### config.mk
export PLATFORM = sky130hd
export DESIGN_NAME = reorder_buffer
export DESIGN_NICKNAME = d
export VERILOG_FILES = /design/src/rtl/reorder_buffer.sv
export SDC_FILE = /design/constraint.sdc
export NUM_CORES = 1
export LEC_CHECK = 0
export CORE_MARGIN = 4
export CORE_UTILIZATION = 50
export CTS_CLUSTER_DIAMETER = 150
export CTS_CLUSTER_SIZE = 24
export DETAILED_ROUTE_END_ITERATION = 7
export PLACE_DENSITY = 0.66
export SLEW_MARGIN = 20
export SYNTH_ARGS = -nofsm -noshare
export SYNTH_HDL_FRONTEND = slang
export SYNTH_SLANG_ARGS = --single-unit
### constraint.sdc
create_clock -name clk -period 6.8 [get_ports clk]
set_input_delay 1.02 -clock clk [delete_from_list [all_inputs] [get_ports clk]]
set_output_delay 1.02 -clock clk [all_outputs]
set_load 0.02 [all_outputs]
### src/rtl/reorder_buffer.sv
// Circular reorder buffer: hands out rename tags 1..DEPTH, captures results, retires in order.
// Defining ROB_BYPASS_EN adds two combinational operand read ports (q1/q2) into the buffer.
module reorder_buffer #(
    parameter int TAG_W = 3,
    parameter int DEPTH = 7
) (
    input  logic             clk,
    input  logic             rst,
    input  logic             pause,
    input  logic             flush,
    input  logic             issue_valid,
    input  logic             issue_has_rd,
    input  logic [4:0]       issue_rd,
    output logic             issue_ready,
    output logic [TAG_W-1:0] issue_tag,
    input  logic             wb_valid,
    input  logic [TAG_W-1:0] wb_tag,
    input  logic [31:0]      wb_data,
`ifdef ROB_BYPASS_EN
    input  logic [TAG_W-1:0] q1_tag,
    input  logic [TAG_W-1:0] q2_tag,
    output logic             q1_hit,
    output logic [31:0]      q1_value,
    output logic             q2_hit,
    output logic [31:0]      q2_value,
`endif
    output logic             commit,
    output logic [4:0]       commit_reg,
    output logic [31:0]      commit_data,
    output logic [TAG_W-1:0] commit_tag,
    output logic [TAG_W-1:0] count
);
    typedef logic [TAG_W-1:0] tag_t;
    localparam tag_t TAG_ONE  = tag_t'(1);
    localparam tag_t TAG_LAST = tag_t'(DEPTH);

    // Slot 0 exists only so every tag value indexes in range; it is never allocated.
    logic [DEPTH:0] busy_q, busy_d;
    logic [DEPTH:0] ready_q, ready_d;
    logic [DEPTH:0] has_rd_q;
    logic [4:0]     rd_q   [0:DEPTH];
    logic [31:0]    data_q [0:DEPTH];

    tag_t        head_q, head_d;
    tag_t        tail_q, tail_d;
    tag_t        count_q, count_d;
    logic        commit_q, commit_d;
    logic [4:0]  commit_reg_q, commit_reg_d;
    logic [31:0] commit_data_q, commit_data_d;
    tag_t        commit_tag_q, commit_tag_d;

    logic issue_fire, wb_fire, commit_fire;

    function automatic tag_t next_tag(input tag_t t);
        return (t == TAG_LAST) ? TAG_ONE : t + TAG_ONE;
    endfunction

    assign issue_ready = (count_q != TAG_LAST) && !pause && !flush;
    assign issue_tag   = tail_q;
    assign issue_fire  = issue_valid && issue_ready;
    assign wb_fire     = wb_valid && busy_q[wb_tag] && !flush;
    assign commit_fire = !pause && !flush && busy_q[head_q] && ready_q[head_q];

    always_comb begin
        // NOTE: every next-state signal is given its hold value first, so no path leaves one unassigned (no latch).
        busy_d        = busy_q;
        ready_d       = ready_q;
        head_d        = head_q;
        tail_d        = tail_q;
        count_d       = count_q;
        commit_d      = 1'b0;
        commit_reg_d  = commit_reg_q;
        commit_data_d = commit_data_q;
        commit_tag_d  = commit_tag_q;
        if (flush) begin
            busy_d  = '0;
            ready_d = '0;
            head_d  = TAG_ONE;
            tail_d  = TAG_ONE;
            count_d = '0;
        end else begin
            if (wb_fire) begin
                ready_d[wb_tag] = 1'b1;
            end
            if (commit_fire) begin
                busy_d[head_q]  = 1'b0;
                ready_d[head_q] = 1'b0;
                head_d          = next_tag(head_q);
                commit_d        = 1'b1;
                commit_reg_d    = has_rd_q[head_q] ? rd_q[head_q] : 5'd0;
                commit_data_d   = data_q[head_q];
                commit_tag_d    = head_q;
            end
            // Issue never targets the head slot while it can commit: that needs a full buffer.
            if (issue_fire) begin
                busy_d[tail_q]  = 1'b1;
                ready_d[tail_q] = 1'b0;
                tail_d          = next_tag(tail_q);
            end
            if (issue_fire && !commit_fire) begin
                count_d = count_q + TAG_ONE;
            end else if (commit_fire && !issue_fire) begin
                count_d = count_q - TAG_ONE;
            end
        end
    end

    // NOTE: state registers use non-blocking assignments so every flop samples pre-edge values.
    always_ff @(posedge clk or negedge rst) begin
        if (!rst) begin
            busy_q        <= '0;
            ready_q       <= '0;
            head_q        <= TAG_ONE;
            tail_q        <= TAG_ONE;
            count_q       <= '0;
            commit_q      <= 1'b0;
            commit_reg_q  <= '0;
            commit_data_q <= '0;
            commit_tag_q  <= '0;
        end else begin
            busy_q        <= busy_d;
            ready_q       <= ready_d;
            head_q        <= head_d;
            tail_q        <= tail_d;
            count_q       <= count_d;
            commit_q      <= commit_d;
            commit_reg_q  <= commit_reg_d;
            commit_data_q <= commit_data_d;
            commit_tag_q  <= commit_tag_d;
        end
    end

    // NOTE: payload storage has no reset; busy/ready gate every read, so stale contents are never observed.
    always_ff @(posedge clk) begin
        if (wb_fire) begin
            data_q[wb_tag] <= wb_data;
        end
        if (issue_fire) begin
            has_rd_q[tail_q] <= issue_has_rd;
            rd_q[tail_q]     <= issue_rd;
        end
    end

    assign commit      = commit_q;
    assign commit_reg  = commit_reg_q;
    assign commit_data = commit_data_q;
    assign commit_tag  = commit_tag_q;
    assign count       = count_q;

`ifdef ROB_BYPASS_EN
    // A result on the bus this cycle is newer than anything stored, so it wins.
    function automatic logic [32:0] lookup(input tag_t t);
        logic [32:0] r;
        r = '0;
        if (t != '0 && busy_q[t]) begin
            if (wb_valid && wb_tag == t) begin
                r = {1'b1, wb_data};
            end else if (ready_q[t]) begin
                r = {1'b1, data_q[t]};
            end
        end
        return r;
    endfunction

    always_comb begin
        {q1_hit, q1_value} = lookup(q1_tag);
        {q2_hit, q2_value} = lookup(q2_tag);
    end
`endif

endmodule

== Word level (Yosys, flattened, before mapping) ==
Memory sizes are Yosys's and may differ from the RTL's. A register that Yosys moved wholly into a read port is not among the register bits.
Cells that the tools add are included.

* Memories: 2
* Input bits: 47
* Memory bits (writable): 296
* Logic and storage cells: 95
* Output and inout port bits: 48
* Register bits after elaboration: 42

* Bitwise logic cells: 8
* Multiplexer cells: 41
* Reductions and logical operators: 22
* Equal/unequal tests: 3
* $lt $le $gt $ge: 6
* Add/sub/neg operators: 4

{| class="wikitable"
|+ Memory list
! name !! words !! width !! read ports !! clocked after Yosys merged registers in !! write ports !! line !! RTL
|-
| data_q || 8 || 32 || 1 || 1 || 1 || 42 || <nowiki>logic [31:0] data_q [0:DEPTH];</nowiki>
|-
| rd_q || 8 || 5 || 1 || 0 || 1 || 41 || <nowiki>logic [4:0] rd_q [0:DEPTH];</nowiki>
|}

{| class="wikitable"
|+ Operators by type and width
! cell !! count
|-
| two-way mux 8 bit || 10
|-
| two-way mux 3 bit || 9
|-
| AND 8 bit || 3
|-
| NOT 8 bit || 2
|-
| bitwise OR 8 bit || 2
|-
| logical AND 1 bit || 13
|-
| two-way mux 1 bit || 13
|-
| binary-select mux 1 bit (select 3 bit) || 4
|-
| less-than comparator 3 x 4 -> 1 bit (second input constant) || 3
|-
| adder 3 x 1 -> 3 bit (second input constant) || 3
|-
| demux 1 bit (select 3 bit) || 3
|-
| >= comparator 3 x 1 -> 1 bit (second input constant) || 3
|-
| bitwise mux 8 bit || 1
|-
| == test 3 bit (second input constant) || 2
|-
| logical NOT 1 bit || 5
|-
| two-way mux 5 bit || 1
|-
| nonzero test 2 bit || 2
|-
| inequality test 3 bit (second input constant) || 1
|-
| nonzero test 3 bit || 1
|-
| subtractor 3 x 1 -> 3 bit (second input constant) || 1
|-
| AND reduction 2 bit || 1
|-
| NOT 1 bit || 1
|}

== Depth between registers and ports, before layout ==
* Depth in word-level cells: 13
* Mapped depth: 14
* Mapped depth without buffers: 10

== Least setup slack after synthesis ==
Ideal clock, no wire load.

* Path type: input to register
* Start point: in wb_tag[1]
* End point: mem data_q[4][0] (enable)
* Stages on the path: 5
* Path buffers: 1
* Setup slack: 2.353 ns
* Required time: 6.339 ns
* Setup time: 0.461 ns
* Data arrival time: 3.986 ns
* Cells stage by stage: buf_2 -> mux2i_1 -> o32a_1 -> a21o_1 -> nor3_1

* Cells in the longest elaborated chain, start to end: 6

{| class="wikitable"
|+ RTL lines
! what !! line !! RTL
|-
| start: declaration || 17 || <nowiki>input logic [TAG_W-1:0] wb_tag,</nowiki>
|-
| binary-select mux 1 bit (select 3 bit) || 61 || <nowiki>assign wb_fire = wb_valid && busy_q[wb_tag] && !flush;</nowiki>
|-
| two-way mux 1 bit (implied by the code) || 61 ||
|-
| logical AND 1 bit (2 in a row) || 61 ||
|-
| two-way mux 1 bit || 135 || <nowiki>if (wb_fire) begin</nowiki>
|-
| two-way mux 1 bit (implied by the code) || 136 || <nowiki>data_q[wb_tag] <= wb_data;</nowiki>
|-
| end: declaration || 42 ||
|}

Several ways; a longest one is shown, not always the timed one. The select of a mux whose other input is x is not followed.

== Worst setup path after layout ==
* Start point: reg head_q[0]
* End point: reg count_q[1], in the netlist count[1]

* Cells in the longest elaborated chain, start to end: 8
* Elaborated cells between the ends (all ways): 12
* Those cells by class: mux: 6; reduce/logical: 6

{| class="wikitable"
|+ RTL lines
! what !! line !! RTL
|-
| start: declaration || 44 || <nowiki>tag_t head_q, head_d;</nowiki>
|-
| start signal: assignment || 113 || <nowiki>head_q <= TAG_ONE;</nowiki>
|-
| start signal: assignment || 123 || <nowiki>head_q <= head_d;</nowiki>
|-
| binary-select mux 1 bit (select 3 bit) || 62 || <nowiki>assign commit_fire = !pause && !flush && busy_q[head_q] && ready_q[head_q];</nowiki>
|-
| two-way mux 1 bit (implied by the code) || 62 ||
|-
| logical AND 1 bit || 62 ||
|-
| logical AND 1 bit * || 62 ||
|-
| logical NOT 1 bit || 100 || <nowiki>if (issue_fire && !commit_fire) begin</nowiki>
|-
| logical AND 1 bit || 100 ||
|-
| two-way mux 3 bit || 100 ||
|-
| two-way mux 3 bit || 75 || <nowiki>if (flush) begin</nowiki>
|-
| end signal: assignment || 125 || <nowiki>count_q <= count_d;</nowiki>
|-
| end: declaration || 46 || <nowiki>tag_t count_q, count_d;</nowiki>
|}

Every way passes the cells marked *; elsewhere a longest branch is shown, timed or not. The select of a mux whose other input is x is not followed.
A chain may end at the register's enable or synchronous reset.

==> load_flow_metrics.sql <==
INSERT INTO impl_metrics (metric_group, metric, value, unit) VALUES
('grt', 'grt_first_pass_wirelength', '43800', 'um'),
('die', 'num_rows', '61', ''),
('placement', 'final_hpwl_dp', '15900', 'um'),
('cts', 'ctsLongestPathBuffers', '3', ''),
('die', 'design.die.area', '31500', 'um^2'),
('worst_setup_path', 'critical_path_sink_type', 'register', ''),
('synth', 'syn-mean-instance-area', '19.4', 'um^2'),
('grt', 'initial_antenna_violation_count', '1', ''),
('sta', 'final.min_clock_period', '4260', 'ps'),
('cts', 'cts.reportedPaths.clkPinSlew', '100', 'ps'),
('placement', 'dpl-instance-area', '15700', 'um^2'),
('synth', 'synthFlopType', 'sky130_fd_sc_hd__edfxtp_1', ''),
('sta', 'tns', '0', 'ps'),
('pwr', 'totalPowerFinal', '3790', 'uW'),
('worst_setup_path', 'setup.worst_path.start_class', 'register', ''),
('sta', 'fin_worst_skew', '15.8', 'ps'),
('placement', 'post-place-ws', '2100', 'ps'),
('worst_setup_path', 'cp.arrival', '4720', 'ps'),
('worst_setup_path', 'timing.critical_path.fanout_max', '82', ''),
('routing', 'wl_per_cell', '23.0', 'um'),
('sta', 'max_slew.worst_pin.slew', '1050', 'ps'),
('sta', 'worst_slew_margin_rel', '0.300', ''),
('worst_setup_path', 'timing.setup.critical_path_class', 'reg2reg', ''),
('grt', 'via_count_of_the_first_global_routing_pass', '7454', ''),
('synth', 'asyncSetResetFlopFracSynth', '0.178', ''),
('synth', 'syn-num-nets', '794', ''),
('grt', 'grt_max_degree', '83', ''),
('sta', 'final_critical_path_share_of_the_clock_period', '0.627', ''),
('cts', 'clock_tree_from_tritoncts', 'built', ''),
('pwr', 'power_switching', '746', 'uW'),
('sta', 'layout_setup_ws', '2540', 'ps'),
('grt', 'global_route.overflow_total', '0', ''),
('layout', 'top_register', 'data_q', ''),
('cts', 'cts.hold.buffers_added', '0', ''),
('pwr', 'power.ir.vdd_worst', '226', 'uV'),
('pwr', 'share_comb_of_total_power', '0.029', ''),
('synth', 'yosys_warns', '0', ''),
('layout', 'largest_register_ffs', '256', ''),
('synth', 'post_synthesis_cell_count', '742', ''),
('sta', 'setup-violations-final', '0', ''),
('layout', 'post_route_cells_drive_above_1_share', '0.153', ''),
('synth', 'synth.ff_latch_count', '370', ''),
('layout', 'diodes', '0', ''),
('cts', 'root_buffer_selected_by_cts', 'sky130_fd_sc_hd__clkbuf_16', ''),
('sta', 'finalMaxSlewViolations', '0', ''),
('synth', 'netlist-cell-type-count', '46', ''),
('placement', 'final_wtd_congestion', '0.818', ''),
('layout', 'synthToLayoutAreaGrowth', '13.1', '%'),
('die', 'coreArea', '28100', 'um^2'),
('routing', 'via_count', '7058', ''),
('synth', 'synth_edf_count', '304', ''),
('pwr', 'power.density', '233', 'nW/um^2'),
('layout', 'nNetsFinal', '879', ''),
('grt', 'track_usage', '0.181', ''),
('sta', 'final_hold_viol_count', '0', ''),
('routing', 'routed_wl', '28000', 'um'),
('pwr', 'internal_power', '3040', 'uW'),
('die', 'pin_count', '95', ''),
('routing', 'drtIter0Drc', '507', ''),
('placement', 'placement.io_buffers', '94', ''),
('status', 'status', 'completed', ''),
('routing', 'drtAntennaViolNets', '0', ''),
('pwr', 'leakagePower', '0.00542', 'uW'),
('synth', 'synth.yosys.seq_area_share', '0.751', ''),
('die', 'start_util', '0.511', ''),
('worst_hold_path', 'min-delay-path-class', 'reg2reg', ''),
('sta', 'maxClockFrequency', '234', 'MHz'),
('cts', 'post_cts_resized', '0', ''),
('cts', 'cts_sinks', '370', ''),
('routing', 'first_pass_iters', '5', ''),
('pwr', 'p_seq_frac', '0.650', ''),
('routing', 'drc_violations', '0', ''),
('cts', 'clock_insertion_delay_worst_skew', '530', 'ps'),
('die', 'die_height', '177', 'um'),
('layout', 'layout.cell_area.non_filler', '16200', 'um^2'),
('worst_setup_path', 'timing.critical_path.required', '7250', 'ps'),
('worst_setup_path', 'reg2reg_slack', '2540', 'ps'),
('pwr', 'power.switching_fraction', '0.197', ''),
('cts', 'cts-htree-levels', '1', ''),
('cts', 'post-cts-setup-buffers', '0', ''),
('pwr', 'pwr-share-clk', '0.321', ''),
('layout', 'n_fill_cell', '2159', ''),
('sta', 'rsz_0062_raised_after_global_routing', 'false', ''),
('synth', 'synth_area', '14400', 'um^2'),
('flow_run', 'maxCapViolCount', '0', ''),
('routing', 'viasPerCell', '5.80', ''),
('cts', 'cts_buffers', '19', ''),
('die', 'dieWidth', '177', 'um');
==> Yosys cell counts, drive strengths merged (4+ instances only) <==
cell,count,area share
buf,26,0.0094
nor2,46,0.012
nand2,18,0.0047
nor2b,5,0.0022
nor3b,7,0.0037
a31oi,7,0.0030
nor3,8,0.0028
a21o,8,0.0042
mux4,78,0.12
edfxtp,304,0.64
dfrtp,64,0.11
and2,6,0.0026
o31ai,5,0.0026
nand2b,7,0.0030
ha,4,0.0035
clkbuf,14,0.0037
a21oi,44,0.015
mux2i,45,0.031
o21ai,7,0.0024
inv,7,0.0020
==> cell families after synthesis <==
group	after synthesis	synth area share
fa+ha+maj	5	0.00488
flops	370	0.751
xor+xnor	1	0.00157
simple gates	112	0.0386
mux	125	0.155
compound gates	82	0.0340
buf+inv	47	0.0151
==> power groups by stage <==
stage	Sequential [uW]	Clock, uW	Combinational [uW]
final	2460	1210	110
after global routing	2470	1340	121
after CTS	2460	1250	111
after detailed placement	2510	0	111
after global placement	2510	0	104
after floorplan	2520	0	31.1
==> worst paths after layout <==
check | from | end | depth (start not counted)
min | commit_reg[4]$_DFFE_PN0P_ | commit_reg[4]$_DFFE_PN0P_ | 2
max reg2reg | head_q[0]$_DFFE_PN1P_ | count[1]$_DFFE_PN0P_ | 9
max | head_q[0]$_DFFE_PN1P_ | count[1]$_DFFE_PN0P_ | 9
max in group asynchronous | rst | head_q[2]$_DFFE_PN0P_ | 1
min reg2reg | commit_reg[4]$_DFFE_PN0P_ | commit_reg[4]$_DFFE_PN0P_ | 2
min in group asynchronous | rst | commit$_DFF_PN0_ | 1
==> worst max-delay path, stage by stage, from the launching register on <==
cell and delay, ps:
sky130_fd_sc_hd__dfstp_4 1200, sky130_fd_sc_hd__inv_1 330, sky130_fd_sc_hd__mux2i_1 230, sky130_fd_sc_hd__nand4b_4 350
sky130_fd_sc_hd__inv_4 730, sky130_fd_sc_hd__nor2_1 120, sky130_fd_sc_hd__fa_1 490, sky130_fd_sc_hd__or3_1 350
sky130_fd_sc_hd__a211o_1 260, sky130_fd_sc_hd__nand3_1 90
==> per-stage QoR <==
stage / hold slack, ps / std cells / util
floorplan: 459 / 742 / -
global placement: 464 / 1184 / 0.559
detailed placement: 474 / 1184 / 0.559
CTS: 495 / 1217 / 0.579
global route: 527 / 1217 / 0.579
finish: 495 / 1217 / 0.579
==> routing by layer <==
layer,GRT usage,vias to the layer above,part of all wire
li1,-,3123,-
met1,0.255,3688,0.43
met2,0.307,207,0.50
met4,0.0361,2,0.018
met3,0.0277,38,0.057
met5,0,-,0.00046
==> layout by cell type, fill, tap and decap left out, types with 6 or more instances in the layout <==
cell,synthesis,layout
sky130_fd_sc_hd__a21o_1,8,8
sky130_fd_sc_hd__a21oi_1,44,44
sky130_fd_sc_hd__a31oi_1,7,7
sky130_fd_sc_hd__buf_4,2,11
sky130_fd_sc_hd__clkbuf_1,14,12
sky130_fd_sc_hd__clkbuf_16,0,19
sky130_fd_sc_hd__clkdlybuf4s50_1,0,93
sky130_fd_sc_hd__dfrtp_1,64,62
sky130_fd_sc_hd__edfxtp_1,304,304
sky130_fd_sc_hd__inv_1,6,6
sky130_fd_sc_hd__mux2i_1,45,45
sky130_fd_sc_hd__mux4_2,78,78
sky130_fd_sc_hd__nand2_1,18,18
sky130_fd_sc_hd__nand2b_1,7,7
sky130_fd_sc_hd__nor2_1,46,44
sky130_fd_sc_hd__nor3_1,8,7
sky130_fd_sc_hd__nor3b_1,7,7
==> area by class of cell <==
type	count	area, um^2	area share
clock buffer	31	520	0.0320
clock inverter	2	25.0	0.00154
inverter	7	28.8	0.00177
multi-input combinational	325	3400	0.209
sequential	370	10800	0.664
tap	378	473	0.0291
timing repair buffer	104	1010	0.0624
(Power assumes the default switching activity.)
